--- config.mk ---
export PLATFORM = sky130hd
export DESIGN_NAME = sync_arith_unit_mc
export DESIGN_NICKNAME = d
export VERILOG_FILES = /design/src/rtl/sync_arith_pkg.sv /design/src/rtl/sync_arith_iter_core.sv /design/src/rtl/sync_arith_unit_mc.sv
export SDC_FILE = /design/constraint.sdc
export NUM_CORES = 1
export LEC_CHECK = 0
export ABC_AREA = 0
export BUFFER_PORTS_ARGS = -buffer_cell sky130_fd_sc_hd__buf_4
export CAP_MARGIN = 20
export CORE_MARGIN = 5
export CORE_UTILIZATION = 50
export DETAILED_ROUTE_END_ITERATION = 8
export HOLD_SLACK_MARGIN = 0.12
export PLACE_DENSITY = 0.7
export SLEW_MARGIN = 0
export SYNTH_ARGS = -nofsm -noshare
export SYNTH_HDL_FRONTEND = slang
export SYNTH_HIERARCHICAL = 1
export SYNTH_SLANG_ARGS = --single-unit
--- constraint.sdc ---
create_clock -name i_clk -period 4.2 [get_ports i_clk]
set_clock_uncertainty 0.2 [all_clocks]
set_input_delay 0.42 -clock i_clk [delete_from_list [all_inputs] [get_ports i_clk]]
set_output_delay 0.42 -clock i_clk [all_outputs]
set_load 0.03 [all_outputs]
--- src/rtl/sync_arith_pkg.sv ---
// Shared types for the multi-cycle arithmetic unit:
// opcodes, FSM states and status flag positions.
package sync_arith_pkg;

    typedef enum logic [1:0] {
        OP_ADD = 2'b00,
        OP_SUB = 2'b01,
        OP_MUL = 2'b10,
        OP_DIV = 2'b11
    } op_e;

    typedef enum logic [1:0] {
        S_IDLE = 2'b00,
        S_EXEC = 2'b01,
        S_DONE = 2'b10
    } state_e;

    localparam int ST_ZERO  = 0;
    localparam int ST_NEG   = 1;
    localparam int ST_CARRY = 2;
    localparam int ST_ERR   = 3;

    function automatic logic [3:0] pack_status(
        input logic zero,
        input logic neg,
        input logic carry,
        input logic err
    );
        logic [3:0] s;
        s = '0;
        s[ST_ZERO]  = zero;
        s[ST_NEG]   = neg;
        s[ST_CARRY] = carry;
        s[ST_ERR]   = err;
        return s;
    endfunction

endpackage

--- src/rtl/sync_arith_iter_core.sv ---
// Iterative datapath: shift-add multiply and restoring divide,
// one step per cycle, with the shared iteration counter.
module sync_arith_iter_core
    import sync_arith_pkg::*;
#(
    parameter int BITS = 32
) (
    input  logic              clk,
    input  logic              reset,
    input  logic              load,
    input  logic              step,
    input  logic              is_div,
    input  logic              iterative,
    input  logic [BITS-1:0]   a,
    input  logic [BITS-1:0]   b,
    output logic              last,
    output logic [2*BITS-1:0] prod,
    output logic [BITS-1:0]   quot
);

    localparam int CW = $clog2(BITS + 1);

    logic [2*BITS-1:0] acc;
    logic [2*BITS-1:0] mcand;
    logic [BITS-1:0]   shreg;
    logic [BITS-1:0]   rem;
    logic              div_mode;
    logic [CW-1:0]     cnt;

    logic [BITS:0]     rem_sh;
    logic [BITS-1:0]   rem_sub;
    logic              ge;

    // Divide: the divisor sits in mcand's low half, which never shifts there.
    assign rem_sh  = {rem, shreg[BITS-1]};
    assign ge      = rem_sh >= {1'b0, mcand[BITS-1:0]};
    assign rem_sub = rem_sh[BITS-1:0] - mcand[BITS-1:0];

    // Outputs are the values after the current step, so the top can
    // register the final result on the same edge the last step happens.
    assign prod = shreg[0] ? acc + mcand : acc;
    assign quot = {shreg[BITS-2:0], ge};
    assign last = cnt == CW'(1);

    always_ff @(posedge clk) begin
        if (reset) begin
            acc      <= '0;
            mcand    <= '0;
            shreg    <= '0;
            rem      <= '0;
            div_mode <= 1'b0;
            cnt      <= '0;
        end else if (load) begin
            acc      <= '0;
            mcand    <= {{BITS{1'b0}}, b};
            shreg    <= a;
            rem      <= '0;
            div_mode <= is_div;
            cnt      <= iterative ? CW'(BITS) : CW'(1);
        end else if (step) begin
            cnt <= cnt - CW'(1);
            if (div_mode) begin
                rem   <= ge ? rem_sub : rem_sh[BITS-1:0];
                shreg <= quot;
            end else begin
                acc   <= prod;
                mcand <= mcand << 1;
                shreg <= shreg >> 1;
            end
        end
    end

endmodule

--- src/rtl/sync_arith_unit_mc.sv ---
// Multi-cycle arithmetic unit: ADD/SUB in one step, MUL/DIV iterative,
// with an IDLE/EXEC/DONE handshake FSM and registered result flags.
module sync_arith_unit_mc
    import sync_arith_pkg::*;
#(
    parameter int BITS = 32
) (
    input  logic            i_clk,
    input  logic            i_reset,
    input  logic            i_valid,
    output logic            o_ready,
    input  logic [1:0]      i_op,
    input  logic [BITS-1:0] i_arg_A,
    input  logic [BITS-1:0] i_arg_B,
    output logic [BITS-1:0] o_result,
    output logic [3:0]      o_status,
    output logic            o_valid
);

    state_e          state;
    op_e             op_q;
    logic [BITS-1:0] a_q;
    logic [BITS-1:0] b_q;

    logic              accept;
    logic              in_is_div;
    logic              in_iter;
    logic              iter_last;
    logic [2*BITS-1:0] prod;
    logic [BITS-1:0]   quot;

    logic [BITS:0]   sum;
    logic [BITS-1:0] res;
    logic            carry;
    logic            err;

    assign accept    = (state == S_IDLE) && i_valid;
    assign in_is_div = i_op == OP_DIV;
    // Divide by zero short-circuits to a single EXEC cycle.
    assign in_iter   = (i_op == OP_MUL) || (in_is_div && i_arg_B != '0);

    sync_arith_iter_core #(
        .BITS(BITS)
    ) u_core (
        .clk       (i_clk),
        .reset     (i_reset),
        .load      (accept),
        .step      (state == S_EXEC),
        .is_div    (in_is_div),
        .iterative (in_iter),
        .a         (i_arg_A),
        .b         (i_arg_B),
        .last      (iter_last),
        .prod      (prod),
        .quot      (quot)
    );

    always_comb begin
        sum   = {1'b0, a_q} + {1'b0, b_q};
        res   = '0;
        carry = 1'b0;
        err   = 1'b0;
        unique case (op_q)
            OP_ADD: begin
                res   = sum[BITS-1:0];
                carry = sum[BITS];
            end
            OP_SUB: begin
                res   = a_q - b_q;
                carry = a_q < b_q;
            end
            OP_MUL: begin
                res   = prod[BITS-1:0];
                carry = |prod[2*BITS-1:BITS];
            end
            OP_DIV: begin
                if (b_q == '0) begin
                    res = '1;
                    err = 1'b1;
                end else begin
                    res = quot;
                end
            end
        endcase
    end

    always_ff @(posedge i_clk) begin
        if (i_reset) begin
            state    <= S_IDLE;
            op_q     <= OP_ADD;
            a_q      <= '0;
            b_q      <= '0;
            o_ready  <= 1'b1;
            o_valid  <= 1'b0;
            o_result <= '0;
            o_status <= '0;
        end else begin
            unique case (state)
                S_IDLE: begin
                    o_valid <= 1'b0;
                    if (i_valid) begin
                        op_q    <= op_e'(i_op);
                        a_q     <= i_arg_A;
                        b_q     <= i_arg_B;
                        o_ready <= 1'b0;
                        state   <= S_EXEC;
                    end
                end
                S_EXEC: begin
                    if (iter_last) begin
                        o_result <= res;
                        o_status <= pack_status(res == '0, res[BITS-1],
                                                carry, err);
                        o_valid  <= 1'b1;
                        state    <= S_DONE;
                    end
                end
                S_DONE: begin
                    o_valid <= 1'b0;
                    o_ready <= 1'b1;
                    state   <= S_IDLE;
                end
                default: begin
                    o_valid <= 1'b0;
                    o_ready <= 1'b1;
                    state   <= S_IDLE;
                end
            endcase
        end
    end

endmodule

==> out/qor.csv <==
stage;metric;value;unit
floorplan;start_util;50.2;%
worst_setup_path;path_max_fanout;3;
clock_tree;clk_latency;0.58;ns
routing;vias_per_cell;6.04;
synth;yosysWarnings;6;
sta;relSlewSlack;25.1;%
outcome;violations;negative setup slack;
placed_design;dp_hpwl;69900;um
sta;fin_ws;-0.693;ns
pwr;ir_drop;0.320;mV
pwr;internal-power;6.13;mW
worst_hold_path;hp-class;flop to flop;
final_layout;nFillCells;4016;
final_layout;final_core_util;65.1;%
pwr;power.total;9.44;mW
synth;yosysTopAreaCellShare;26.2;%
floorplan;die_w;226;um
sta;final-setup-viol-count;2;
sta;worstMarginPinSlew;1.12;ns
final_layout;final_net_count;3922;
routing;via_count;26100;
worst_setup_path;required;4.47;ns
synth;syn_area;23200;um2
pwr;p_leak;13.1;nW
worst_setup_path;critPathLaunchType;flop;
clock_tree;cts-root-buf;clkbuf_16;
worst_setup_path;critical_path_class;flop to flop;
pwr;p_sw;3.30;mW
synth;synth_area_leaders;dfxtp_1 26%, a21oi_1 9.3%, ha_1 8.7%;
worst_setup_path;worstRegToRegCells;19;
worst_setup_path;startpoint;u_core/acc[0]$_SDFFE_PP0P_;
pwr;p_clk_share;35.5;%
clock_tree;cts_buffer_depth;3;
synth;ys_seq_elements;304;
grt;grt_start_max_net_pins;110;
worst_hold_path;holdPathStages;2;
final_layout;drive_gt1_share;23.7;%
worst_setup_path;end_kind;flop;
pwr;seqPwrFrac;33.8;%
clock_tree;clk_pin_slew_worst_paths;0.06;ns
outcome;status;finished, violations left;
pwr;p_per_area;313;nW/um2
synth;syn_nets;3408;
synth;synth_edf_count;0;
floorplan;io_pins;107;
worst_hold_path;holdCritStartpoint;o_result[10]$_SDFFE_PP0P_;
synth;synth_cells;3173;
pwr;p_comb_share;30.7;%
final_layout;syn2layout_area_growth;29.7;%
floorplan;die_h;226;um
grt;grt_pass1_vias;24800;
worst_setup_path;critPathArrivalTime;5.16;ns
routing;wl;93300;um
worst_setup_path;rr_startpoint;u_core/acc[0]$_SDFFE_PP0P_;
clock_tree;cts_made_buffers;38;
floorplan;core_area;46300;um2
run;max-cap-violations;0;
final_layout;multi_input_area;16000;um2
synth;synth_flop_cell;dfxtp_1;
sta;min_period;4.89;ns
sta;fmax;0.204;GHz
grt;globalRouteTotalUtil;35.0;%
final_layout;seq_area;6120;um2
routing;routedWlPerCell;21.6;um
synth;synth_top_area_cell;dfxtp_1;
sta;fin_crit_sh;116;%
synth;synth.distinct_cells;102;
clock_tree;htreeDepth;2;
routing;drc;0;
clock_tree;clkSinkCount;304;
placed_design;gp_routability_congestion;1.00;
sta;fin_setup_tns;-0.988;ns
grt;overflow;0;
placed_design;portBuffers;106;
synth;async_flop_share;0;%
sta;rsz0062_at_grt;yes;
clock_tree;cts_tree;done;
routing;detail-route-antenna-nets;0;
synth;syn_avg_cell_area;7.32;um2
grt;antenna_found_initial;3;
synth;yosysSeqAreaShare;26.2;%
routing;drtIter0Drc;2408;
floorplan;dieArea;50900;um2
routing;dr.pass1.iters;8;
pwr;switching_share;35.0;%
sta;hold_viol_final;0;
sta;drv_slew;0;
floorplan;rows;79;
grt;grt_pass1_wl;141000;um
## power groups by stage
stage	Combinational, mW	Clock [mW]	Sequential (mW)
3_3_place_gp	2.66	0	3.24
3_5_place_dp	2.70	0	3.24
4_1_cts	2.79	3.39	3.18
6_report	2.90	3.35	3.19
5_1_grt	3.08	3.51	3.20
2_1_floorplan	1.63	0	3.21
## area by class of cell
type                       count  share of cell area [%]
timing repair buffer         714                    18.5
clock inverter                15                   0.515
inverter                     124                    1.57
multi-input combinational   2505                    52.9
clock buffer                  54                    3.63
antenna                        1                 0.00831
tap                          607                    2.52
sequential                   304                    20.3
## flip-flops by register name (all words and copies together) (netlist names)
name	flops
b_q	32
o_valid	1
o_status	4
u_core/acc	64
a_q	32
u_core/cnt	6
u_core/mcand	64
o_ready	1
o_result	31
u_core/div_mode	1
u_core/rem	32
state	2
u_core/shreg	32
op_q	2
## synthesized netlist by cell type, types with 5 or more instances
cell       instances
xor2_1            42
o31a_1            12
a211oi_1          74
inv_1            122
dfxtp_1          304
a21o_1            51
nor2b_1           34
and3_1            13
o21a_1            25
clkbuf_1         160
nand2b_1          23
nand2_1          512
o21ai_0          109
mux2i_1           63
o2bb2ai_1          6
o31ai_1            9
and2_1            19
ha_1             162
nand3_1           64
buf_4             35
nor2_1           293
a311oi_1           6
a2111oi_0         12
o211ai_1          21
o21ai_1            6
a221o_1            5
o22ai_1           11
nor3_1            65
a21oi_1          433
o2111ai_1          8
mux2_2            61
or4_1              9
buf_1             19
or3_1             24
o221ai_1          11
nand4_1           41
o21bai_1          27
o311ai_0           5
buf_2             23
nor4_1            34
or2_2              9
xnor2_1           59
a31oi_1           30
a221oi_1           8
## cell usage in the layout (no fill, tap or decap), drive strengths merged, types with 10 or more instances in the layout
cell,n
buf,643
nand2,513
a21oi,434
dfxtp,304
nor2,294
ha,162
inv,124
o21ai,116
a211oi,75
dlygate4sd3,71
nor3,66
nand3,64
mux2,64
mux2i,63
xnor2,59
clkbuf,54
a21o,51
xor2,42
nand4,41
nor2b,34
nor4,34
a31oi,30
o21bai,27
o21a,25
or3,24
nand2b,23
o211ai,21
and2,19
a2111oi,15
o31ai,14
and3,13
o31a,12
o22ai,12
o221ai,11
or2,11
or4,10
clkinv,10
## timing repair
action                                  4_1_cts  5_1_grt
hold buffers                                 71        0
endpoints found under the hold margin       133        0
pin swaps                                    28       22
setup buffers                                 4        3
endpoints found under the setup margin        5       25
gates resized for setup                      30       42
## layer usage
| metal | global-route usage (%) | vias to the layer above | wire, um |
|---|---|---|---|
| li1 | - | 12300 | - |
| met1 | 43.4 | 12400 | 37200 |
| met2 | 57.8 | 1128 | 43000 |
| met3 | 7.20 | 276 | 7470 |
| met4 | 17.5 | 6 | 5500 |
| met5 | 0 | - | 41 |
## kinds of logic (layout without fill, tap and decap cells)
kind of cell / after synthesis / count (layout) / synth area share, %
flops: 304 / 304 / 26.2
buf+inv: 364 / 907 / 6.62
other cells: 0 / 1 / 0
fa+ha+maj: 166 / 166 / 9.07
simple gates: 1171 / 1171 / 22.6
compound gates: 939 / 939 / 25.8
mux: 128 / 128 / 5.96
xor+xnor: 101 / 101 / 3.81
## critical path, cell delays in order, from the launching register on
cell and delay [ns]:
dfxtp_2 0.33, ha_4 0.16, fa_2 0.36, a21o_1 0.18, a221o_1 0.34, a211oi_2 0.27
o31ai_2 0.15, a211o_1 0.34, a21bo_4 0.26, buf_6 0.13, a31oi_4 0.14, buf_4 0.14
xnor2_2 0.06, mux2_2 0.29, or4_4 0.54, nor4_4 0.18, nand4_1 0.27, nand2_1 0.14
a31oi_1 0.05, o31a_1 0.24
## worst paths after layout
check / to / slack (ns)
worst max-delay path: o_status[2]$_SDFFE_PP0P_ / -0.69
worst max register to register: o_status[2]$_SDFFE_PP0P_ / -0.69
worst min register to register: o_result[10]$_SDFFE_PP0P_ / 0.26
worst min-delay path: o_result[10]$_SDFFE_PP0P_ / 0.26
## stage by stage
stage               hold slack [ns]  worst slack, ns  cell area [um2]  cells
finish                        0.258           -0.693            30100   4324
global route                  0.277           -0.874            30100   4323
CTS                           0.264           -0.698            29900   4319
detailed placement            0.255           -0.911            27800   4175
global placement              0.247           -0.781            27800   4174
floorplan                     0.244           -0.225            23300   3173
(Power assumes the default switching activity.)
